## src/rtl/spi_pkg.sv

```systemverilog
// Shared SPI slave definitions: FSM state encoding and SPI mode-0 constants.
package spi_pkg;

  typedef enum logic [1:0] {
    IDLE   = 2'd0,
    ACTIVE = 2'd1,
    DONE   = 2'd2
  } spi_slv_state_t;

  // Mode 0: SCLK idles low, data sampled on the leading (rising) edge.
  localparam logic SPI_CPOL = 1'b0;
  localparam logic SPI_CPHA = 1'b0;

  // Synchronizer reset image, ordered {SCLK, SS_N, MOSI}.
  localparam logic [2:0] SPI_SYNC_RST = {SPI_CPOL, 1'b1, 1'b0};

endpackage

```

## src/rtl/spi_sync.sv

```systemverilog
// Multi-bit flop-chain synchronizer with a parameterized reset image.
module spi_sync #(
  parameter int               WIDTH   = 1,
  parameter int               STAGES  = 2,
  parameter logic [WIDTH-1:0] RST_VAL = '0
) (
  input  logic             clk,
  input  logic             sresetn,
  input  logic [WIDTH-1:0] d,
  output logic [WIDTH-1:0] q
);

  logic [WIDTH-1:0] pipe [STAGES];

  always_ff @(posedge clk or negedge sresetn) begin
    if (!sresetn) begin
      for (int i = 0; i < STAGES; i++) pipe[i] <= RST_VAL;
    end else begin
      pipe[0] <= d;
      for (int i = 1; i < STAGES; i++) pipe[i] <= pipe[i-1];
    end
  end

  assign q = pipe[STAGES-1];

endmodule

```

## src/rtl/spi_slv.sv

```systemverilog
// SPI mode-0 slave with one-word TX buffer and right-aligned RX word.
// Optional macro SPI_SLV_UNDERRUN_EN enables the tx_underrun pulse.
//
// state  | meaning
// IDLE   | waiting for SS_N falling edge
// ACTIVE | frame in progress, shifting on SCLK edges
// DONE   | frame ended, publish received word (one cycle)
module spi_slv
  import spi_pkg::*;
#(
  parameter int SPI_MAXLEN  = 32,
  parameter int SYNC_STAGES = 2
) (
  input  logic                        clk,
  input  logic                        sresetn,
  input  logic                        SCLK,
  input  logic                        SS_N,
  input  logic                        MOSI,
  output logic                        MISO,
  input  logic [SPI_MAXLEN-1:0]       tx_data,
  input  logic                        tx_valid,
  output logic                        tx_ready,
  output logic [SPI_MAXLEN-1:0]       rx_data,
  output logic [$clog2(SPI_MAXLEN):0] rx_len,
  output logic                        rx_valid,
  output logic                        busy,
  output logic                        tx_underrun
);

  localparam int            LW     = $clog2(SPI_MAXLEN) + 1;
  localparam logic [LW-1:0] MAXCNT = LW'(SPI_MAXLEN);

  logic [2:0] sync_q;
  logic       sclk_s, ss_n_s, mosi_s;
  logic       sclk_d, ss_n_d;
  logic       ss_fall, ss_rise, lead_edge, trail_edge;

  spi_sync #(
    .WIDTH  (3),
    .STAGES (SYNC_STAGES),
    .RST_VAL(SPI_SYNC_RST)
  ) u_sync (
    .clk    (clk),
    .sresetn(sresetn),
    .d      ({SCLK, SS_N, MOSI}),
    .q      (sync_q)
  );

  assign {sclk_s, ss_n_s, mosi_s} = sync_q;

  always_ff @(posedge clk or negedge sresetn) begin
    if (!sresetn) begin
      sclk_d <= SPI_CPOL;
      ss_n_d <= 1'b1;
    end else begin
      sclk_d <= sclk_s;
      ss_n_d <= ss_n_s;
    end
  end

  assign ss_fall    = ss_n_d & ~ss_n_s;
  assign ss_rise    = ~ss_n_d & ss_n_s;
  assign lead_edge  = (sclk_s ^ sclk_d) & (sclk_s ^ SPI_CPOL);
  assign trail_edge = (sclk_s ^ sclk_d) & ~(sclk_s ^ SPI_CPOL);

  // The synchronizer comes out of reset showing SS_N high; if the pin is
  // actually low, that first transition is not a real frame start. Only arm
  // once the chain has flushed and SS_N has been seen high.
  logic [SYNC_STAGES:0] flush_sr;
  logic                 armed;

  always_ff @(posedge clk or negedge sresetn) begin
    if (!sresetn) begin
      flush_sr <= '0;
      armed    <= 1'b0;
    end else begin
      flush_sr <= {flush_sr[SYNC_STAGES-1:0], 1'b1};
      armed    <= armed | (flush_sr[SYNC_STAGES] & ss_n_s);
    end
  end

  spi_slv_state_t state, state_nxt;
  logic           start, in_frame, done;

  always_ff @(posedge clk or negedge sresetn) begin
    if (!sresetn) state <= IDLE;
    else          state <= state_nxt;
  end

  always_comb begin
    state_nxt = state;
    case (state)
      IDLE:    if (ss_fall && armed) state_nxt = ACTIVE;
      ACTIVE:  if (ss_rise)          state_nxt = DONE;
      DONE:                          state_nxt = IDLE;
      default:                       state_nxt = IDLE;
    endcase
  end

  always_comb begin
    start    = 1'b0;
    in_frame = 1'b0;
    done     = 1'b0;
    busy     = 1'b0;
    case (state)
      IDLE:   start = ss_fall && armed;
      ACTIVE: begin
        busy     = 1'b1;
        in_frame = !ss_rise;
      end
      DONE: begin
        busy = 1'b1;
        done = 1'b1;
      end
      default: ;
    endcase
  end

  logic                  buf_full;
  logic [SPI_MAXLEN-1:0] buf_data;
  logic [SPI_MAXLEN-1:0] tx_sr;
  logic [SPI_MAXLEN-1:0] rx_sr;
  logic [LW-1:0]         bit_cnt;

  assign tx_ready = !buf_full;

  always_ff @(posedge clk or negedge sresetn) begin
    if (!sresetn) begin
      buf_full <= 1'b0;
      buf_data <= '0;
      tx_sr    <= '0;
      rx_sr    <= '0;
      bit_cnt  <= '0;
    end else begin
      if (start) begin
        tx_sr   <= buf_full ? buf_data : '0;
        rx_sr   <= '0;
        bit_cnt <= '0;
      end else if (in_frame) begin
        if (trail_edge) tx_sr <= {tx_sr[SPI_MAXLEN-2:0], 1'b0};
        if (lead_edge && (bit_cnt < MAXCNT)) begin
          rx_sr   <= {rx_sr[SPI_MAXLEN-2:0], mosi_s};
          bit_cnt <= bit_cnt + LW'(1);
        end
      end
      // A word accepted in the start cycle itself belongs to the next frame.
      if (start) buf_full <= 1'b0;
      if (tx_valid && tx_ready) begin
        buf_full <= 1'b1;
        buf_data <= tx_data;
      end
    end
  end

  always_ff @(posedge clk or negedge sresetn) begin
    if (!sresetn) begin
      rx_data  <= '0;
      rx_len   <= '0;
      rx_valid <= 1'b0;
    end else begin
      rx_valid <= done && (bit_cnt != '0);
      if (done && (bit_cnt != '0)) begin
        rx_data <= rx_sr;
        rx_len  <= bit_cnt;
      end
    end
  end

  assign MISO = (state == ACTIVE) && !ss_n_s && tx_sr[SPI_MAXLEN-1];

`ifdef SPI_SLV_UNDERRUN_EN
  logic underrun_q;

  always_ff @(posedge clk or negedge sresetn) begin
    if (!sresetn) underrun_q <= 1'b0;
    else          underrun_q <= start && !buf_full;
  end

  assign tx_underrun = underrun_q;
`else
  assign tx_underrun = 1'b0;
`endif

endmodule

```

## config.mk

```make
export PLATFORM = sky130hd
export DESIGN_NAME = spi_slv
export DESIGN_NICKNAME = d
export VERILOG_FILES = /design/src/rtl/spi_pkg.sv /design/src/rtl/spi_sync.sv /design/src/rtl/spi_slv.sv
export SDC_FILE = /design/constraint.sdc
export NUM_CORES = 1
export LEC_CHECK = 0
export CORE_ASPECT_RATIO = 0.9
export CORE_UTILIZATION = 45
export CTS_BUF_LIST = sky130_fd_sc_hd__clkbuf_8
export DETAILED_ROUTE_END_ITERATION = 6
export GPL_ROUTABILITY_DRIVEN = 0
export PLACE_DENSITY = 0.67
export SYNTH_ARGS = -nofsm -noshare
export SYNTH_HDL_FRONTEND = slang
export SYNTH_SLANG_ARGS = --single-unit
```

## constraint.sdc

```tcl
create_clock -name clk -period 2.77 [get_ports clk]
set_input_delay 0.4155 -clock clk [delete_from_list [all_inputs] [get_ports clk]]
set_output_delay 0.4155 -clock clk [all_outputs]
set_load 0.02 [all_outputs]
```

; ---- Word level (Yosys, flattened, before mapping)
; Cells that the tools add are included.
[word_totals]
ff_bits = 156
latchBits = 0
ramBits = 0
romBits = 0
input_bits = 38
out_inout_bits = 43
wordCells = 69
n_memories = 0
[classes]
add_sub_neg = 1
multipliers = 0
div_mod_pow = 0
n_lt_le_gt_ge = 1
n_eq_ne = 4
n_shift = 0
mux = 19
bitwise = 10
n_reduce_logical = 19
[ops]
columns = operator, count
row1 = two-way mux 32 bit, 7
row2 = two-way mux 6 bit, 3
row3 = nonzero test 2 bit, 4
row4 = adder 6 x 1 -> 6 bit (second input constant), 1
row5 = logical AND 1 bit, 6
row6 = < comparator 6 bit (second input constant), 1
row7 = two-way mux 1 bit, 6
row8 = AND reduction 2 bit, 3
row9 = nonzero test 6 bit, 1
row10 = bitwise AND 1 bit, 5
row11 = two-way mux 2 bit, 2
row12 = inequality test 2 bit (second input constant), 2
row13 = one-hot mux 2 bit (2 select lines), 1
row14 = zero test 1 bit, 3
row15 = inverter 1 bit, 3
row16 = == test 2 x 1 -> 1 bit (second input constant), 1
row17 = == test 2 bit (second input constant), 1
row18 = zero test 2 bit, 1
row19 = OR reduction 2 bit, 1
row20 = bitwise OR 1 bit, 1
row21 = bitwise XOR 1 bit, 1

; ---- Depth between registers and ports, before layout
; Gate-level depths: netlist of run 1.
[logic_depth]
ltp_word = 6
ltp_mapped = 8
mapped_depth_nobuf = 6

; ---- Hierarchy
; From an unflattened synthesis of run 1, not the netlist that was laid out.
[unflattened]
hier_cells = 557
area_unflattened_um2 = 6279.8
[modules_own_cells]
columns = mod, instances, cells_each, area_per_inst_um2
row1 = spi_slv, 1, 548, 6104.6
row2 = spi_sync, 1, 9, 175.2

; ---- Worst setup path before layout of run 1
; OpenSTA, ideal clock, no wires.
[synth_path]
path_type = flip-flop to flip-flop
start = reg bit_cnt[0]
end = reg rx_data[30]
setup_time_ps = 128
arrival_time_ps = 1739
required_ps = 2642
setup_slack_ps = 904
path_stages_with_launch = 7
synth_period_minus_slack_ps = 1866
path_cell_list = dfrtp_1 -> inv_1 -> ha_1 -> or4b_4 -> o21ai_4 -> buf_4 -> mux2_1
[synth_via]
elab_chain_len = 2
[synth_rtl]
columns = item, line_no
row1 = "start, declared", spi_slv.sv:123  ; logic [LW-1:0] bit_cnt;
row2 = "start signal, assigned", spi_slv.sv:143  ; bit_cnt <= bit_cnt + LW'(1);
row3 = nonzero test 6 bit, spi_slv.sv:162  ; if (done && (bit_cnt != '0)) begin
row4 = logical AND 1 bit, spi_slv.sv:162
row5 = "end signal, assigned", spi_slv.sv:163  ; rx_data <= rx_sr;
row6 = "end, declared", spi_slv.sv:23  ; output logic [SPI_MAXLEN-1:0] rx_data,
; Every way passes these cells.
; A chain may end at the register's enable or synchronous reset.

; ---- Worst setup path in the final report of run 1
[layout_path]
start = reg state[1]
end = out MISO
[layout_via]
elab_chain_len = 3
[layout_rtl]
columns = item, line_no
row1 = "start, declared", spi_slv.sv:82  ; spi_slv_state_t state, state_nxt;
row2 = "start signal, assigned", spi_slv.sv:87  ; else state <= state_nxt;
row3 = == test 2 x 1 -> 1 bit, spi_slv.sv:169  ; assign MISO = (state == ACTIVE) && !ss_n_s && tx_sr[SPI_MAXLEN-1];
row4 = logical AND 1 bit (2 in series), spi_slv.sv:169
row5 = "end, declared", spi_slv.sv:19  ; output logic MISO,
; Every way passes these cells.

==> reports/results.ini, run 1 <==
[clocking]
cts_sinks = 156
clkSlewWorstSetupHoldPaths_ns = 0.07
h-tree-depth = 4
cts_made_buffers = 17
cts_max_path_buffers = 2
clock_latency_ns = 0.45
cts_tree = built
root_buffer = clkbuf_8

[synthesis]
ys_seq_area_share_pct = 62.27
yosys.area.top_type = dfrtp_1
yosysWarnings = 0
synth_edf_count = 0
synth_seq_cells = 156
synth_async_sr_flop_share_pct = 100.0
synth_cells = 555
netlist.area_leader.share_pct = 61.02
syn_nets = 599
synth.distinct_cells = 37
ys.flop_type = dfrtp_1
netlist_area_um2 = 6275
syn_avg_cell_area_um2 = 11.31
synth_area_leaders = dfrtp_1 (61%), mux2_2 (11%), a21oi_1 (10%), nand2_1 (6.6%), clkbuf_1 (1.3%)

[place]
detailed_place_hpwl_um = 7365
port_buffers = 79
placed_cells = 775

[floorplanning]
start_util_pct = 46.61
io_pins = 81
rows = 40
die-area_um2 = 14420
die_h_um = 114.0
design.core.area_um2 = 13460
die_w_um = 126.5

[finish]
final-seq-area_um2 = 3908
drive_gt1_share_pct = 17.08
final_common_cell = dfrtp_1
diodes = 0
syn_to_final_growth_pct = 20.68
utilization_pct = 56.25
fill_cells = 1162
instances_no_fill = 806
multi_input_area_um2 = 2143
layout_common_cells = dfrtp_1 (153), a21oi_1 (129), nand2_1 (111)
nets = 671

[worst_setup_path]
r2r_start = bit_cnt[0]
critPathRequiredTime_ns = 2.35
cp.arrival_ns = 2.15
critical-path-slowest-cell = clkdlybuf4s50_1
crit_chain = inv_1 > ha_1 > nand2_1 > nor2_1 > clkdlybuf4s50_1
crit_path_start = state[1]
cp-end-kind = primary output
startpoint_type = register
crit_type = reg2out
crit_path_max_fanout = 11
slowest_delay_ns = 0.61

[detailed_routing]
routed_wirelength_um = 11600
drc = 0
vias = 4237
avgViaCountPerCell = 5.257
wl_per_cell_um = 14.39
first_iter_violations = 307
drtPass1Iterations = 4
ant_nets = 0

[grt]
grt_overflow = 0
antenna_found_initial = 0
grt_pass1_vias = 4142
grt_max_degree = 75
grt_pass1_wl_um = 19710
grt_use_total_pct = 17.52

[run_status]
outcome = finished, final reports clean

[sta]
timing.slew.headroom_pct = 55.99
worstMarginPinSlew_ns = 0.6601
fin_skew_ns = 0.008422
whs_ns = 0.3505
finalHoldViolCount = 0
max_freq_ghz = 0.3904
rsz0062_at_grt = false
finalSetupViolCount = 0
finalMaxSlewViolations = 0
fin_crit_sh_pct = 92.46
period_needed_ns = 2.561
fin_tns_setup_ns = 0

[power_and_ir_drop]
irDropWorstVdd_uv = 554.9
p_leak_nw = 3.445
power_mw = 6.341
p_per_area_nw_per_um2 = 837.4

[run]
maxCapViolCount = 0

[min_path]
min_from = flush_sr[0]
hold_path_class = reg2reg

## sequential cells by signal, indices dropped and copies added, names as in the netlist
signal	flops
buf_data	32
rx_data	32
rx_sr	32
tx_sr	32
bit_cnt	6
rx_len	6
flush_sr	3
u_sync.pipe	3
u_sync.q	3
state	2
armed	1
buf_full	1
rx_valid	1
sclk_d	1
ss_n_d	1
## worst max-delay path, delay by kind of cell (launching register included)
kind                       cells  cell delay (ns)
DFF                            1             0.41
and+or+nand+nor                2             0.20
buffers and inverters          2             0.72
adders and majority gates      1             0.37
## area by class of cell
class | count | share of cell area [%]
Sequential cell | 156 | 51.60
Multi-Input combinational cell | 350 | 28.30
Timing Repair Buffer | 93 | 12.21
Clock buffer | 24 | 4.362
Tap cell | 168 | 2.776
Inverter | 9 | 0.4461
Clock inverter | 6 | 0.2974
## kinds of logic after synthesis
| kind of cell | Yosys count | share of synthesized area (%) |
|---|---|---|
| mux | 65 | 11.66 |
| simple gates | 134 | 9.073 |
| xor+xnor | 3 | 0.4188 |
| fa+ha+maj | 6 | 1.196 |
| buf+inv | 49 | 3.629 |
| flops | 156 | 62.27 |
| compound gates | 140 | 11.63 |
| other cells | 2 | 0.1197 |
## routing by layer
layer  track usage (%)  wire length, um  vias to the layer above
met1             22.26             5295                     2099
met4             7.952              176                        0
met2             28.43             5622                      107
met5                 0                0                        -
li1                  -                -                     2017
met3             4.503              507                       14
## power breakdown
group          switching (mW)  internal (mW)
registers               0.358           2.87
logic                   0.850          0.770
clock network           0.740          0.759
total                    1.95           4.39
## synth_stat cells, drive strengths merged, types with 3 or more instances
| cell | instances |
|---|---|
| a21oi | 129 |
| inv | 9 |
| dfrtp | 153 |
| clkbuf | 23 |
| and3 | 3 |
| o21ai | 4 |
| nand2 | 111 |
| buf | 17 |
| ha | 6 |
| mux2 | 65 |
| nand3 | 4 |
| dfstp | 3 |
| nor2b | 3 |
| nor2 | 5 |
## worst paths after layout
path                                to  slack [ns]  cells past startpoint
max                               MISO        0.21                      5
min                        flush_sr[1]        0.35                      0
max reg2reg                rx_data[17]        0.71                      6
min reg2reg                flush_sr[1]        0.35                      0
max in group asynchronous    rx_sr[18]        1.49                      3
min in group asynchronous  rx_data[28]        0.56                      2
## through the flow
stage / cell area, um2 / setup slack (ns)
final: 7572 / 0.2088
after global routing: 7572 / 0.03623
after global placement: 7209 / 0.7203
after detailed placement: 7209 / 0.6612
after CTS: 7572 / 0.1418
after floorplan: 6275 / 0.9039
## timing repair
action | 4_1_cts | 5_1_grt
setup buffers | 0 | 0
resized for setup | 0 | 0
hold buffers | 1 | 0
hold endpoints to repair | 68 | 0
(Power assumes the default switching activity.)
==> run 2, diff against run 1 <==
Settings changed: ABC_AREA from default to 1, PLACE_DENSITY 0.67 to 0.66.
==> run 2 against run 1 <==
Against the previous run: register-to-register slack worse by 0.08 ns; routed wire length up 18%; first-iteration DRC count up 14%; cell area up 8.0%; sequential share of layout area down 3.8 points; critical path depth unchanged; largest power group unchanged.
==> reports/results.ini, run 2 <==
[synthesis]
yosysWarnings = 0  ; unchanged
ys.flop_type = dfrtp_1
yosys.area.top_type = dfrtp_1
yosys-top-cells-count = nand2_1 (289), nand3_1 (178), dfrtp_1 (153)
synth_cells = 788  ; +42%
yosysMostFrequentCell = nand2_1
netlist.area_leader.share_pct = 55.37  ; -5.6 points
synth_seq_cells = 156  ; unchanged
synth_edf_count = 0  ; unchanged
syn_nets = 832  ; +39%
ys_seq_area_share_pct = 56.51  ; -5.8 points
netlist_area_um2 = 6914  ; +10%
syn_avg_cell_area_um2 = 8.774  ; -22%
synth.distinct_cells = 23  ; -38%
synth_async_sr_flop_share_pct = 100.0  ; unchanged
synth_area_leaders = dfrtp_1 (55%), nand2_1 (16%), nand3_1 (13%), mux2_2 (5.2%), buf_2 (2.7%)

[clocking]
cts_sinks = 156  ; unchanged
cts_max_path_buffers = 2  ; unchanged
root_buffer = clkbuf_8
cts_resized = 0  ; unchanged
h-tree-depth = 4  ; unchanged
cts_tree = built
cts_made_buffers = 17  ; unchanged
post_cts_buffers = 0  ; unchanged
clkSlewWorstSetupHoldPaths_ns = 0.08  ; about the same
clock_latency_ns = 0.44  ; about the same

[sta]
fin_tns_setup_ns = 0  ; unchanged
fin_skew_ns = 0.009700  ; +0.001277 ns
finalSetupViolCount = 0  ; unchanged
period_needed_ns = 2.427  ; -0.1337 ns
finalMaxSlewViolations = 0  ; unchanged
timing.slew.headroom_pct = 50.57  ; -5.4 points
fin_crit_sh_pct = 87.63  ; -4.8 points
worstMarginPinSlew_ns = 0.7388  ; +0.07869 ns
max_freq_ghz = 0.4120  ; +5.5%
finalHoldViolCount = 0  ; unchanged
rsz0062_at_grt = false

[finish]
fin_area_um2 = 8175  ; +8.0%
syn_to_final_growth_pct = 18.24
final_common_cell = nand2_1
utilization_pct = 54.97  ; -1.3 points
drive_gt1_share_pct = 10.13  ; -7.0 points
layout_common_cells = nand2_1 (289), nand3_1 (178), dfrtp_1 (153)
diodes = 0  ; unchanged
nets = 891  ; +33%

[place]
detailed_place_hpwl_um = 8832  ; +20%
port_buffers = 79  ; unchanged
placed_cell_area_um2 = 7794  ; +8.1%

[detailed_routing]
routed_wirelength_um = 13750  ; +18%
drc = 0  ; unchanged
vias = 5283  ; +25%
ant_nets = 0  ; unchanged
drtPass1Iterations = 5  ; +1
first_iter_violations = 350  ; +14%
wl_per_cell_um = 13.00  ; -9.7%
avgViaCountPerCell = 4.998  ; -4.9%

[grt]
grt_overflow = 0  ; unchanged
grt_use_total_pct = 19.15  ; +1.6 points
antenna_found_initial = 0  ; unchanged
grt_max_degree = 77  ; +2.7%
grt_pass1_wl_um = 24510  ; +24%
grt_pass1_vias = 5214  ; +26%

[floorplanning]
die_w_um = 132.7  ; +4.9%
start_util_pct = 46.49  ; -0.12 points
die-area_um2 = 15870  ; +10%
design.core.area_um2 = 14870  ; +10%
io_pins = 81  ; unchanged
rows = 42  ; +5.0%
die_h_um = 119.6  ; +4.9%

[worst_setup_path]
crit_path_max_fanout = 5  ; -6
cp_num_buf_inv = 2  ; unchanged
cp-end-kind = primary output
critical-path-slowest-cell = clkdlybuf4s50_1
path_delay_family = buffers and inverters
slowest_delay_ns = 0.62  ; about the same
startpoint_type = register
crit_type = reg2out
cp.arrival_ns = 2.01  ; -0.14 ns
crit_chain = inv_1 > ha_1 > nand2_1 > nor2_1 > clkdlybuf4s50_1
critPathRequiredTime_ns = 2.35  ; about the same

[power_and_ir_drop]
p_leak_nw = 4.406  ; +28%
p_per_area_nw_per_um2 = 836.6  ; about the same
irDropWorstVdd_uv = 528.1  ; -4.8%

[run_status]
outcome = finished, final reports clean

[min_path]
hold_path_class = reg2reg

[run]
maxCapViolCount = 0  ; unchanged

-- run 2: worst paths after layout --
| check | from | end | slack, ns | depth (start not counted) |
|---|---|---|---|---|
| min reg2reg | flush_sr[1] | flush_sr[2] | 0.35 | 0 |
| min in group asynchronous | sresetn | rx_data[3] | 0.56 | 2 |
| min | flush_sr[1] | flush_sr[2] | 0.35 | 0 |
| max reg2reg | state[1] | tx_sr[3] | 0.63 | 9 |
| max | state[1] | MISO | 0.34 | 5 |
| max in group asynchronous | sresetn | rx_sr[21] | 1.47 | 3 |
-- run 2: per-layer routing --
metal / global-route usage, % / vias up / wire length [um] / part of all wire (%)
met5: 0 / - / 0 / 0
met4: 5.316 / 0 / 114 / 0.83
met2: 30.66 / 134 / 6498 / 47
li1: - / 2635 / - / -
met1: 25.85 / 2507 / 6515 / 47
met3: 4.901 / 7 / 617 / 4.5
-- run 2: final cells by class --
class                      count  area (um2)
multi-input combinational    533        2556
clock inverter                11       96.34
fill                        1370        6696
clock buffer                  20       275.3
tap                          198       247.7
sequential                   156        3908
inverter                      44       165.2
timing repair buffer          95       927.1
-- run 2: kinds of logic (layout without fill, tap and decap cells) --
family          after synthesis  after routing  share of synthesized area [%]
buf+inv                      99            170                          6.587
flops                       156            156                          56.51
simple gates                486            486                          29.95
compound gates                7              7                         0.5429
mux                          32             32                          5.212
fa+ha+maj                     6              6                          1.086
other cells                   2              2                         0.1086
-- run 2: worst reg2reg max path, stage by stage, from the launching register on --
cell and delay, ns:
dfrtp_1 0.39, inv_1 0.13, ha_1 0.26, nand2_1 0.08
nand2_1 0.13, nand2_2 0.40, nand2_1 0.18, buf_4 0.33
nand2_1 0.11, nand2_1 0.06
-- run 2: report_power, final --
group	switching (mW)	internal [mW]	total (mW)	leakage (nW)
logic	1.30	0.826	2.13	2.17
registers	0.312	2.81	3.12	2.05
clock network	0.818	0.770	1.59	0.184
-- run 2: what timing repair did --
action / in CTS / in global routing
setup endpoints to repair: 0 / 0
hold buffers: 1 / 0
hold endpoints to repair: 10 / 0
-- run 2: metrics by stage --
step                hold WS (ns)  power [mW]  setup WS, ns  instances
floorplan                 0.1199       4.722         1.338        788
global placement          0.3379       5.215        0.7653       1025
detailed placement        0.3365       5.315        0.6389       1025
CTS                       0.3489       6.920        0.2784       1057
global route              0.3340       7.374        0.1900       1057
finish                    0.3523       6.840        0.3425       1057
